==> src/rtl/ng_rbus_arb.sv <==
// Read-bus arbiter: grants one of ten read-bus sources at a time and drives the
// priority mux's active-low enables, with turnaround gap, hold limit and lockout.
module ng_rbus_arb #(
    parameter int HOLD_MAX = 8,
    parameter int GAP_CYC  = 1
) (
    input  logic       CLK1,
    input  logic       RESET,
    input  logic [9:0] REQ,
    input  logic       PRIO_MODE,
    output logic [9:0] GNT,
    output logic [9:0] EN_N,
    output logic       BUSY,
    output logic [3:0] OWNER,
    output logic       TIMEOUT
);

    typedef enum logic [1:0] {IDLE, GRANT, GAP} state_t;

    localparam logic [3:0] HOLD_LAST = 4'(HOLD_MAX - 1);
    localparam logic [1:0] GAP_LAST  = 2'((GAP_CYC == 0) ? 0 : GAP_CYC - 1);

    state_t     state, state_nxt;
    logic [9:0] gnt, gnt_nxt;
    logic [9:0] en_n;
    logic       busy;
    logic [3:0] owner, owner_nxt;
    logic [3:0] hold_cnt, hold_nxt;
    logic [1:0] gap_cnt, gap_nxt;
    logic [9:0] lock, lock_nxt;
    logic       timeout, timeout_nxt;
    logic [4:0] pick;
    logic       arb_en;

    // Returns {found, index}; round-robin starts the search just after 'last'.
    function automatic logic [4:0] arb_pick(input logic [9:0] elig,
                                            input logic [3:0] last,
                                            input logic       prio);
        logic       found;
        logic [3:0] idx;
        int         cand;
        found = 1'b0;
        idx   = 4'd0;
        for (int k = 0; k < 10; k++) begin
            if (prio) cand = k;
            else      cand = (int'(last) + 1 + k) % 10;
            if (!found && elig[cand]) begin
                found = 1'b1;
                idx   = 4'(cand);
            end
        end
        return {found, idx};
    endfunction

    always_comb begin
        state_nxt   = state;
        gnt_nxt     = gnt;
        owner_nxt   = owner;
        hold_nxt    = hold_cnt;
        gap_nxt     = gap_cnt;
        lock_nxt    = lock & REQ;
        timeout_nxt = 1'b0;
        arb_en      = 1'b0;
        pick        = arb_pick(REQ & ~lock, owner, PRIO_MODE);

        case (state)
            IDLE: arb_en = 1'b1;
            GRANT: begin
                hold_nxt = hold_cnt + 4'd1;
                if (!REQ[owner] || hold_cnt == HOLD_LAST) begin
                    gnt_nxt   = 10'd0;
                    hold_nxt  = 4'd0;
                    gap_nxt   = 2'd0;
                    state_nxt = (GAP_CYC == 0) ? IDLE : GAP;
                    // Hold limit hit while still requesting: pulse and lock out.
                    if (REQ[owner]) begin
                        timeout_nxt     = 1'b1;
                        lock_nxt[owner] = 1'b1;
                    end
                end
            end
            GAP: begin
                if (gap_cnt == GAP_LAST) arb_en = 1'b1;
                else                     gap_nxt = gap_cnt + 2'd1;
            end
            default: state_nxt = IDLE;
        endcase

        if (arb_en) begin
            state_nxt = IDLE;
            gap_nxt   = 2'd0;
            if (pick[4]) begin
                state_nxt = GRANT;
                owner_nxt = pick[3:0];
                gnt_nxt   = 10'd1 << pick[3:0];
                hold_nxt  = 4'd0;
            end
        end
    end

    always_ff @(posedge CLK1) begin
        if (RESET) begin
            state    <= IDLE;
            gnt      <= 10'd0;
            en_n     <= 10'h3FF;
            busy     <= 1'b0;
            owner    <= 4'd9;
            hold_cnt <= 4'd0;
            gap_cnt  <= 2'd0;
            lock     <= 10'd0;
            timeout  <= 1'b0;
        end else begin
            state    <= state_nxt;
            gnt      <= gnt_nxt;
            en_n     <= ~gnt_nxt;
            busy     <= (state_nxt == GRANT);
            owner    <= owner_nxt;
            hold_cnt <= hold_nxt;
            gap_cnt  <= gap_nxt;
            lock     <= lock_nxt;
            timeout  <= timeout_nxt;
        end
    end

    assign GNT     = gnt;
    assign EN_N    = en_n;
    assign BUSY    = busy;
    assign OWNER   = owner;
    assign TIMEOUT = timeout;

endmodule

==> config.mk <==
export PLATFORM = sky130hd
export DESIGN_NAME = ng_rbus_arb
export DESIGN_NICKNAME = d
export VERILOG_FILES = /design/src/rtl/ng_rbus_arb.sv
export SDC_FILE = /design/constraint.sdc
export NUM_CORES = 1
export LEC_CHECK = 0
export CORE_MARGIN = 4
export CORE_UTILIZATION = 55
export DETAILED_ROUTE_END_ITERATION = 8
export GPL_ROUTABILITY_DRIVEN = 0
export PLACE_DENSITY = 0.83
export SLEW_MARGIN = 20
export SYNTH_ARGS = -nofsm -noshare
export SYNTH_HDL_FRONTEND = slang
export SYNTH_SLANG_ARGS = --single-unit
==> constraint.sdc <==
create_clock -name CLK1 -period 17.1 [get_ports CLK1]
set_clock_uncertainty 0.1 [all_clocks]
set_input_delay 2.565 -clock CLK1 [delete_from_list [all_inputs] [get_ports CLK1]]
set_output_delay 2.565 -clock CLK1 [all_outputs]
set_load 0.01 [all_outputs]
==> results.json <==
{
  "run_status": "finished, final reports clean",
  "yosys_warnings": 0,
  "postCtsHoldBufs": 0,
  "tightest_slew_ns": 0.997,
  "ys_seq_area_frac": 0.105,
  "grt_pass1_vias": 8648,
  "met2_length_mm": 11.7,
  "drt.antenna.violating_nets": 0,
  "first_iter_violations": 1275,
  "met3_wirelength_mm": 2.96,
  "die-area_um2": 17300,
  "criticalPathCategory": "reg2reg",
  "slew_headroom": 0.326,
  "synthMuxAreaShare": 0.0414,
  "maxCapViolCount": 0,
  "cp-start-kind": "flip-flop",
  "highest_layer": "met4",
  "syn_avg_cell_area_um2": 7.37,
  "synth_common_cells": "93 x nand2_1, 89 x nor2_1, 64 x a21oi_1, 47 x ha_1, 45 x o21ai_0",
  "worstPathRequired_ns": 17.14,
  "ios": 39,
  "wire_per_inst_um": 20.5,
  "core-area_um2": 14700,
  "io_buffers": 38,
  "fmax_mhz": 114,
  "cts_root_buf": "clkbuf_16",
  "dieWidth_um": 131,
  "reg2reg_depth": 27,
  "grt_max_degree": 43,
  "yosysUniqueCellTypes": 117,
  "area_delta_synth_final_pct": 5.80,
  "synth_area_leader_cell": "dfxtp_1",
  "synthXorXnorAreaFrac": 0.0472,
  "drt-vias-per-instance": 7.38,
  "synth_seq_cells": 44,
  "period_minus_slack_ns": 8.77,
  "synth_top_family_by_area": "compound AO/OA/AOI/OAI gates",
  "crit_top_cell": "ha_1",
  "syn-num-nets": 1195,
  "final-max-slew-violation-count": 0,
  "diodes": 0,
  "drive_gt1_frac": 0.0894,
  "cts.path.max_buffers": 2,
  "clk_pin_slew_ns": 0.07,
  "route.detailed.drc": 0,
  "track_usage": 0.289,
  "grt_pass1_wl_mm": 43.0,
  "synth_top_area_frac": 0.105,
  "drtPass1Iterations": 8,
  "hold_violations": 0,
  "cts_tree": "built",
  "endpoint_kind": "flip-flop",
  "synth_edf_count": 0,
  "cts_setup_buffers": 0,
  "netlist_area_um2": 8370,
  "place_hpwl_mm": 19.9,
  "ctsResizeCount": 0,
  "synthCells": 1135,
  "num_vias": 9621,
  "critPathSlowestCell": "ha_1",
  "ys.flop_type": "dfxtp_1",
  "htreeDepth": 2,
  "synthTopCellsByArea": "dfxtp_1 11%, ha_1 7.0%, nand2_1 4.2%",
  "clock_sinks": 44,
  "synthArstFlopShare": 0,
  "tns_ns": 0,
  "cts_buffers": 5,
  "setup_viol": 0,
  "yosysMostFrequentCell": "nand2_1",
  "hold_depth": 2,
  "final_nets": 1178,
  "cp_slowest_stage_delay_ns": 0.81,
  "clkLatencyLatePin_ns": 0.29,
  "period_share": 0.513,
  "overflow": 0,
  "critPathMaxFanout": 30,
  "crit_arrival_ns": 8.81,
  "synth_simple_gate_area_frac": 0.282,
  "drt-total-wl_mm": 26.7,
  "antenna_found_initial": 0,
  "met1Wirelength_mm": 10.9,
  "hp-class": "reg2reg",
  "die_y_um": 131,
  "rsz0062_at_grt": "no",
  "synth_adder_area_share": 0.0703,
  "synth_compound_area_frac": 0.391,
  "start_util": 0.569,
  "rows": 44
}
[layer usage]
metal / GRT usage / up-vias
li1: - / 4441
met1: 0.382 / 4445
met2: 0.469 / 640
met3: 0.0535 / 95
met4: 0.111 / 0
met5: 0 / -
[final timing paths]
path                                             from                 end  slack (ns)
worst min-delay path               lock[7]$_SDFF_PP0_  lock[7]$_SDFF_PP0_        0.39
worst min register to register     lock[7]$_SDFF_PP0_  lock[7]$_SDFF_PP0_        0.39
worst max-delay path            OWNER[0]$_SDFFE_PP1P_  EN_N[2]$_SDFF_PP1_        8.33
worst max register to register  OWNER[0]$_SDFFE_PP1P_  EN_N[2]$_SDFF_PP1_        8.33
[flip-flops by register name, indices dropped and copies added, names as in the netlist]
signal / cells
BUSY: 1
EN_N: 10
GNT: 10
OWNER: 4
TIMEOUT: 1
gap_cnt: 2
hold_cnt: 4
lock: 10
state: 2
[logic make-up after synthesis]
group,Yosys count
mux,31
fa+ha+maj,47
compound gates,429
xor+xnor,37
simple gates,437
flops,44
buf+inv,110
[worst max-delay path, delay by kind of cell (launching register included)]
kind	cells	cell delay, ns
buffers and inverters	3	0.97
adder cells (fa/ha/maj)	4	1.85
XOR/XNOR	2	0.71
flip-flops	1	0.31
AO/OA/AOI/OAI	11	2.85
multiplexers	2	0.46
AND/OR/NAND/NOR	5	1.32
[cell usage in the layout (no fill, tap or decap), types with 28 or more instances in the layout]
cell,count
dfxtp_1,44
nand2b_1,28
nor2_1,89
clkdlybuf4s50_1,38
ha_1,47
a31oi_1,30
nand2_1,93
nor3_1,32
a21oi_1,64
o21ai_0,45
[cell type report]
cell class / count / area (µm²)
fill: 1323 / 5840
tap: 184 / 230
multi-input combinational: 981 / 6960
clock inverter: 3 / 46.3
inverter: 36 / 140
timing repair buffer: 50 / 470
clock buffer: 5 / 125
sequential: 44 / 881
[per-stage QoR]
step	hold slack (ns)	std cells	worst slack, ns	cell area [µm²]	utilization
after floorplan	0.340	1135	10.36	8370	-
after CTS	0.385	1303	8.53	8850	0.602
after global routing	0.413	1303	7.72	8850	0.602
after detailed placement	0.368	1295	8.56	8680	0.591
after global placement	0.360	1295	8.95	8680	0.591
final	0.386	1303	8.33	8850	0.602
Power is not shown: default switching activity piles up to over one toggle a cycle in this logic, so the estimate is an artifact.
